`src/rtl/uart_mmio_fifo.sv`:
```
// MMIO UART buffering stage: TX/RX byte FIFOs behind a CPU load/store window.
// Optional sticky error register at offset 0x0C is built when UART_MMIO_ERR_EN is defined.
module uart_mmio_fifo #(
    parameter int          DEPTH     = 8,
    parameter logic [31:0] ADDR_BASE = 32'h8000_0000
) (
    input  logic        clk,
    input  logic        rst,
    input  logic [31:0] cpu_addr,
    input  logic        cpu_rd_en,
    input  logic        cpu_wr_en,
    input  logic [7:0]  cpu_wdata,
    output logic [31:0] cpu_rdata,
    output logic [7:0]  uart_tx_data,
    output logic        uart_tx_valid,
    input  logic        uart_tx_ready,
    input  logic [7:0]  uart_rx_data,
    input  logic        uart_rx_valid,
    output logic        uart_rx_ready
);
    localparam int PW = $clog2(DEPTH);
    localparam int CW = PW + 1;

    logic [7:0]    tx_mem [DEPTH];
    logic [7:0]    rx_mem [DEPTH];
    logic [PW-1:0] tx_wr_ptr_q, tx_wr_ptr_d, tx_rd_ptr_q, tx_rd_ptr_d;
    logic [PW-1:0] rx_wr_ptr_q, rx_wr_ptr_d, rx_rd_ptr_q, rx_rd_ptr_d;
    logic [CW-1:0] tx_cnt_q, tx_cnt_d, rx_cnt_q, rx_cnt_d;
    logic [31:0]   rdata_q, rdata_d;

    logic       in_win;
    logic [7:0] offset;
    logic       rd_status, rd_rx, wr_tx;
    logic       tx_full, tx_empty, tx_push, tx_pop;
    logic       rx_full, rx_empty, rx_push, rx_pop;

    assign in_win    = (cpu_addr[31:8] == ADDR_BASE[31:8]);
    assign offset    = cpu_addr[7:0];
    assign rd_status = cpu_rd_en && in_win && (offset == 8'h00);
    assign rd_rx     = cpu_rd_en && in_win && (offset == 8'h04);
    assign wr_tx     = cpu_wr_en && in_win && (offset == 8'h08);

    assign tx_full  = (tx_cnt_q == CW'(DEPTH));
    assign tx_empty = (tx_cnt_q == '0);
    assign rx_full  = (rx_cnt_q == CW'(DEPTH));
    assign rx_empty = (rx_cnt_q == '0);

    // Full is judged on the start-of-cycle count, so a store into a full FIFO
    // is dropped even when the UART drains an entry in the same cycle.
    assign tx_push = wr_tx && !tx_full;
    assign tx_pop  = !tx_empty && uart_tx_ready;
    assign rx_push = uart_rx_valid && uart_rx_ready;
    assign rx_pop  = rd_rx && !rx_empty;

    assign uart_tx_valid = !tx_empty;
    assign uart_tx_data  = tx_mem[tx_rd_ptr_q];
    assign uart_rx_ready = rst && !rx_full;
    assign cpu_rdata     = rdata_q;

    always_comb begin
        tx_wr_ptr_d = tx_push ? tx_wr_ptr_q + 1'b1 : tx_wr_ptr_q;
        tx_rd_ptr_d = tx_pop  ? tx_rd_ptr_q + 1'b1 : tx_rd_ptr_q;
        rx_wr_ptr_d = rx_push ? rx_wr_ptr_q + 1'b1 : rx_wr_ptr_q;
        rx_rd_ptr_d = rx_pop  ? rx_rd_ptr_q + 1'b1 : rx_rd_ptr_q;
        tx_cnt_d    = tx_cnt_q;
        rx_cnt_d    = rx_cnt_q;
        case ({tx_push, tx_pop})
            2'b10:   tx_cnt_d = tx_cnt_q + CW'(1);
            2'b01:   tx_cnt_d = tx_cnt_q - CW'(1);
            default: tx_cnt_d = tx_cnt_q;
        endcase
        case ({rx_push, rx_pop})
            2'b10:   rx_cnt_d = rx_cnt_q + CW'(1);
            2'b01:   rx_cnt_d = rx_cnt_q - CW'(1);
            default: rx_cnt_d = rx_cnt_q;
        endcase
    end

`ifdef UART_MMIO_ERR_EN
    logic tx_ovf_q, tx_ovf_d, rx_udf_q, rx_udf_d;
    logic rd_err, wr_err;

    assign rd_err = cpu_rd_en && in_win && (offset == 8'h0C);
    assign wr_err = cpu_wr_en && in_win && (offset == 8'h0C);

    // W1C clear first, then the set event, so a coincident event wins.
    always_comb begin
        tx_ovf_d = (tx_ovf_q && !(wr_err && cpu_wdata[0])) || (wr_tx && tx_full);
        rx_udf_d = (rx_udf_q && !(wr_err && cpu_wdata[1])) || (rd_rx && rx_empty);
    end

    always_ff @(posedge clk or negedge rst) begin
        if (!rst) begin
            tx_ovf_q <= 1'b0;
            rx_udf_q <= 1'b0;
        end else begin
            tx_ovf_q <= tx_ovf_d;
            rx_udf_q <= rx_udf_d;
        end
    end
`endif

    always_comb begin
        rdata_d = '0;
        if (rd_status) begin
            rdata_d = {8'h00, 8'(tx_cnt_q), 8'(rx_cnt_q), 6'b0, !rx_empty, !tx_full};
        end else if (rd_rx && !rx_empty) begin
            rdata_d = {24'b0, rx_mem[rx_rd_ptr_q]};
        end
`ifdef UART_MMIO_ERR_EN
        else if (rd_err) begin
            rdata_d = {30'b0, rx_udf_q, tx_ovf_q};
        end
`endif
    end

    always_ff @(posedge clk or negedge rst) begin
        if (!rst) begin
            tx_wr_ptr_q <= '0;
            tx_rd_ptr_q <= '0;
            rx_wr_ptr_q <= '0;
            rx_rd_ptr_q <= '0;
            tx_cnt_q    <= '0;
            rx_cnt_q    <= '0;
            rdata_q     <= '0;
        end else begin
            tx_wr_ptr_q <= tx_wr_ptr_d;
            tx_rd_ptr_q <= tx_rd_ptr_d;
            rx_wr_ptr_q <= rx_wr_ptr_d;
            rx_rd_ptr_q <= rx_rd_ptr_d;
            tx_cnt_q    <= tx_cnt_d;
            rx_cnt_q    <= rx_cnt_d;
            rdata_q     <= rdata_d;
        end
    end

    // Storage needs no reset: the counts alone define what is valid.
    always_ff @(posedge clk) begin
        if (tx_push) tx_mem[tx_wr_ptr_q] <= cpu_wdata;
        if (rx_push) rx_mem[rx_wr_ptr_q] <= uart_rx_data;
    end
endmodule
```
`config.mk`:
```
export PLATFORM = sky130hd
export DESIGN_NAME = uart_mmio_fifo
export DESIGN_NICKNAME = d
export VERILOG_FILES = /design/src/rtl/uart_mmio_fifo.sv
export SDC_FILE = /design/constraint.sdc
export NUM_CORES = 1
export LEC_CHECK = 0
export CORE_ASPECT_RATIO = 2
export CORE_MARGIN = 3
export CORE_UTILIZATION = 40
export DETAILED_ROUTE_END_ITERATION = 6
export SLEW_MARGIN = 20
export SYNTH_ARGS = -nofsm -noshare
export SYNTH_HDL_FRONTEND = slang
export SYNTH_SLANG_ARGS = --single-unit
```
`constraint.sdc`:
```
create_clock -name clk -period 3.25 [get_ports clk]
set_clock_uncertainty 0.1 [all_clocks]
set_input_delay 0.65 -clock clk [delete_from_list [all_inputs] [get_ports clk]]
set_output_delay 0.65 -clock clk [all_outputs]
set_load 0.1 [all_outputs]
```
# [Word-level counts from Yosys, hierarchy flattened]
# Memory sizes are Yosys's and may differ from the RTL's.
# Index checks and enable logic that the tools add are counted.
# W data, S select, Z words.
[word_totals] word_cells=53 ram_bits=128 in_bits=54 output_inout_bits=42 reg_bits=52 mem_count=2
[mem_list] memory="rx_mem" depth=8 word_bits=8 read_ports=1 rd_ports_with_merged_regs=0 wr=1 line_no="25" source="logic [7:0] rx_mem [DEPTH];"
[mem_list] memory="tx_mem" depth=8 word_bits=8 read_ports=1 rd_ports_with_merged_regs=0 wr=1 line_no="24" source="logic [7:0] tx_mem [DEPTH];"
[op_classes] add_sub_neg=8 eq_ne=9 muxes=8 n_reduce_logical=19
[op_table] operator="$eq A24 B24 Y1 const B" count=1
[op_table] operator="$mux W20" count=1
[op_table] operator="$pmux W4 S2" count=2
[op_table] operator="$add A3 B1 Y3 const B" count=4
[op_table] operator="$logic_and A1 B1 Y1" count=10
[op_table] operator="$add A4 B1 Y4 const B" count=2
[op_table] operator="$eq A4 B4 Y1 const B" count=2
[op_table] operator="$eq A8 B3 Y1 const B" count=1
[op_table] operator="$eq A8 B4 Y1 const B" count=1
[op_table] operator="$logic_not A4 Y1" count=2
[op_table] operator="$logic_not A8 Y1" count=1
[op_table] operator="$mux W8" count=1
[op_table] operator="$sub A4 B1 Y4 const B" count=2
[op_table] operator="$eq A2 B1 Y1 const B" count=2
[op_table] operator="$eq A2 B2 Y1 const B" count=2
[op_table] operator="$logic_not A1 Y1" count=4
[op_table] operator="$mux W1" count=4
[op_table] operator="$reduce_bool A2 Y1" count=2

# [Logic depth before layout (Yosys ltp)]
[logic_depth] depth_word=6 mapped_depth=12 ltp_nobuf=11

# [Worst setup path before layout]
# No wires, ideal clock.
[synth_timing] kind="register -> register" start="register tx_cnt_q[0]" end="register tx_cnt_q[3]" setup_ps=80 setup_slack_ps=188 arrival_time_ps=2882 stages_incl_launch_ff=10 synth_period_minus_slack_ps=3062 path_buffers=0 required_time_ps=3070 cell_sequence="dfrtp_1 -> or4_1 -> nand2_1 -> inv_1 -> ha_1 -> ha_1 -> a21o_1 -> a21oi_1 -> mux2i_1 -> xnor2_1"
[synth_via] elab_chain_cells=5 elab_cells_between_ends=12 classes_between="2 x add/sub; 3 x eq/ne; 1 x mux; 6 x reduce/logical"
[synth_lines] item="start, declared" line_no="28" source="logic [CW-1:0] tx_cnt_q, tx_cnt_d, rx_cnt_q, rx_cnt_d;"
[synth_lines] item="start signal, assigned" line_no="131" source="tx_cnt_q <= tx_cnt_d;"
[synth_lines] item="$logic_not A4 Y1 (*)" line_no="44" source="assign tx_empty = (tx_cnt_q == '0);"
[synth_lines] item="$logic_not A1 Y1 (*)"
[synth_lines] item="named net uart_tx_valid" line_no="15" source="output logic uart_tx_valid,"
[synth_lines] item="$logic_and A1 B1 Y1 (*)" line_no="51" source="assign tx_pop = !tx_empty && uart_tx_ready;"
[synth_lines] item="named net tx_pop" line_no="34" source="logic tx_full, tx_empty, tx_push, tx_pop;"
[synth_lines] item="$eq A2 B1 Y1 / $eq A2 B2 Y1 (equally long branches)" line_no="67" source="case ({tx_push, tx_pop})"
[synth_lines] item="$pmux W4 S2 / $reduce_bool A2 Y1 (equally long branches)"
# The timed path passes the listed nets; every way through them passes the cells marked *.
# A chain may end at the register's enable or synchronous reset.

# [Final worst setup path]
[layout_timing] start="input cpu_addr[18]" end="register rx_cnt_q[2]"
[layout_via] elab_chain_cells=6 elab_cells_between_ends=8 classes_between="3 x eq/ne; 1 x mux; 4 x reduce/logical"
[layout_lines] item="start, declared" line_no="9" source="input logic [31:0] cpu_addr,"
[layout_lines] item="$eq A24 B24 Y1 (*)" line_no="37" source="assign in_win = (cpu_addr[31:8] == ADDR_BASE[31:8]);"
[layout_lines] item="$logic_and A1 B1 Y1 (*) (2 in series)" line_no="40" source="assign rd_rx = cpu_rd_en && in_win && (offset == 8'h04);"
[layout_lines] item="$logic_and A1 B1 Y1 (*)" line_no="53" source="assign rx_pop = rd_rx && !rx_empty;"
[layout_lines] item="$eq A2 B1 Y1 / $eq A2 B2 Y1 (equally long branches)" line_no="72" source="case ({rx_push, rx_pop})"
[layout_lines] item="$pmux W4 S2 / $reduce_bool A2 Y1 (equally long branches)"
[layout_lines] item="end signal, assigned" line_no="132" source="rx_cnt_q <= rx_cnt_d;"
[layout_lines] item="end, declared" line_no="28"
# Mark *: on every way between the ends. The rest lies on a longest branch, timed or not.

==> impl_metrics.yaml <==
outcome:
  outcome: "completed"
logic_synthesis:
  synth_top_family_by_area: "multiplexers"
  netlist_top_cells_area: "edfxtp_1 56%, dfrtp_1 13%, mux4_2 11%"
  seq_area_frac_synth_pct: 69.5
  synth_top_area_share_pct: 56.3
  synthXorXnorAreaFrac_pct: 2.16
  netlist_instances: 370
  synth-seq-cells: 164
  synth_compound_area_share_pct: 0.989
  ys_warn_count: 0
  async_flop_share_pct: 22.0
  synth_edf_count: 128
  ys.flop_type: "edfxtp_1"
  syn_area_um2: 6830
  yosys-top-cells-count: "128 x edfxtp_1, 36 x dfrtp_1, 32 x mux4_2"
  synth_cell_types: 48
  synth.most_common_cell: "edfxtp_1"
  synthMuxAreaShare_pct: 14.3
  yosys.area_share.simple_pct: 7.62
  avgSynthCellArea_um2: 18.5
  synth_top_area_cell: "edfxtp_1"
  synth_fa_ha_area_share_pct: 2.12
placement:
  placed_area_um2: 8050
  pre_cts_slack_ns: -0.291
  dp_cells: 676
  hpwl_um: 10200
  place.gp.congestion: 0.761
  numPortBuffers: 79
cells_and_area:
  finalNonFillerCells: 709
  finalInstanceArea_um2: 8680
  area_delta_synth_final_pct: 27.0
  nets: 553
  drive_gt1_share_pct: 30.3
  finish.utilization_pct: 51.7
worst_hold_path:
  hold_path_class: "in2async"
timing:
  period_share_pct: 94.5
  setup_tns_ns: 0
  finalWorstSetupSlack_ns: 0.179
  hold_violations: 0
  maxSlewHeadroom_pct: 43.0
  worst_hold_slack_ns: 0.183
  setup_viol: 0
  slew_violations: 0
  max_clock_freq_mhz: 326
  worst_slew_pin_slew_ns: 0.855
  rsz0062_at_grt: "no"
  fin_crit_ns: 3.07
floorplan:
  io_pins: 96
  coreArea_um2: 16800
  rows: 67
  die_x_um: 98.4
  start_util_pct: 40.7
  die_h_um: 191
  die_area_um2: 18800
cts:
  clock-sinks: 164
  cts_buffer_depth: 2
  htreeDepth: 4
  ctsResizeCount: 0
  clk_pin_slew_ns: 0.06
  cts_made_buffers: 17
  cts_tree: "built"
  cts_setup_buffers: 0
  cts_hold_buffers: 0
  insertion_delay_ns: 0.42
  cts_root_buf: "clkbuf_16"
critical_path:
  worstPathArrival_ns: 3.26
  end_kind: "flip-flop"
  start_kind: "input pin"
  worstPathMaxFanout: 3
  required_ns: 3.44
  path_class: "in2reg"
power:
  p_per_area_nw_per_um2: 772
  p_leak_nw: 3.19
  peakVddDrop_mv: 0.410
  fin_total_pwr_mw: 6.70
drt:
  drt_wl_total_um: 14200
  drt_iter0_markers: 137
  avgRoutedWirePerCell_um: 20.0
  via_per_inst: 5.13
  final_antenna_net_count: 0
  drt-pass1-iter-count: 4
  drcViolationCount: 0
  num_vias: 3638
global_routing:
  grt_remaining_overflow: 0
  antenna_found_initial: 0
  grt_pass1_wl_um: 22000
  grt_usage_pct: 15.9
  grt_pass1_vias: 3950
  grt_max_degree: 38
flow_run:
  max_cap_violations: 0
==> worst paths after layout <==
check,slack (ns),end,startpoint,cells after the start
min in group clk,0.40,tx_rd_ptr_q[0],tx_rd_ptr_q[0],1
setup reg to reg,0.43,rx_cnt_q[3],rx_cnt_q[0],11
setup / recovery,0.18,rx_cnt_q[2],cpu_addr[18],13
max in group asynchronous,2.52,cpu_rdata[2],rst,2
hold reg to reg,0.40,tx_rd_ptr_q[0],tx_rd_ptr_q[0],1
hold / removal,0.18,cpu_rdata[5],rst,2
==> sequential cells by signal (all words and copies together), names as in the netlist <==
register and flops:
cpu_rdata 16, rx_cnt_q 4, rx_mem 64, rx_rd_ptr_q 3, rx_wr_ptr_q 3, tx_cnt_q 4, tx_mem 64, tx_rd_ptr_q 3
tx_wr_ptr_q 3
==> critical path: stages <==
cell,delay (ns)
clkdlybuf4s50_1,0.43
nor4_2,0.35
nand4_2,0.20
buf_4,0.18
or3_4,0.39
inv_1,0.09
ha_1,0.18
xor2_1,0.08
ha_1,0.19
a21oi_1,0.16
xor2_1,0.16
nor2_1,0.06
xor2_1,0.14
==> area by class of cell <==
type | count | area (um^2)
clock buffer | 20 | 447
sequential | 164 | 4740
antenna | 1 | 2.50
tap | 207 | 259
fill | 1404 | 8090
clock inverter | 12 | 178
timing repair buffer | 114 | 1100
multi-input combinational | 182 | 1920
inverter | 9 | 33.8
==> placed cells by master, fill, tap and decap left out, types with 10 or more instances in the layout <==
cell	count
ha_1	10
clkdlybuf4s50_1	52
conb_1	16
buf_4	52
mux2_2	11
clkbuf_16	17
edfxtp_1	128
nor2_1	19
dfrtp_1	36
mux4_2	32
mux2i_1	10
==> power breakdown <==
| group | total [mW] | internal [mW] | leakage, nW | switching, mW |
|---|---|---|---|---|
| logic | 1.97 | 0.832 | 1.27 | 1.14 |
| clock network | 2.12 | 1.31 | 0.295 | 0.807 |
| registers | 2.61 | 2.42 | 1.63 | 0.195 |
| total | 6.70 | 4.56 | 3.19 | 2.14 |
==> routing by layer <==
layer / up-vias / wire length [um] / track usage, %
li1: 1646 / - / -
met1: 1858 / 4890 / 16.5
met2: 116 / 8340 / 30.1
met3: 18 / 621 / 3.37
met4: 0 / 326 / 7.05
met5: - / 0 / 0
==> cell families after synthesis <==
group | count (synthesis)
adder cells (fa/ha/maj) | 11
AND/OR/NAND/NOR | 76
buffers and inverters | 39
XOR/XNOR | 16
multiplexers | 55
flip-flops | 164
other | 1
AO/OA/AOI/OAI | 8
(Power assumes the default switching activity.)
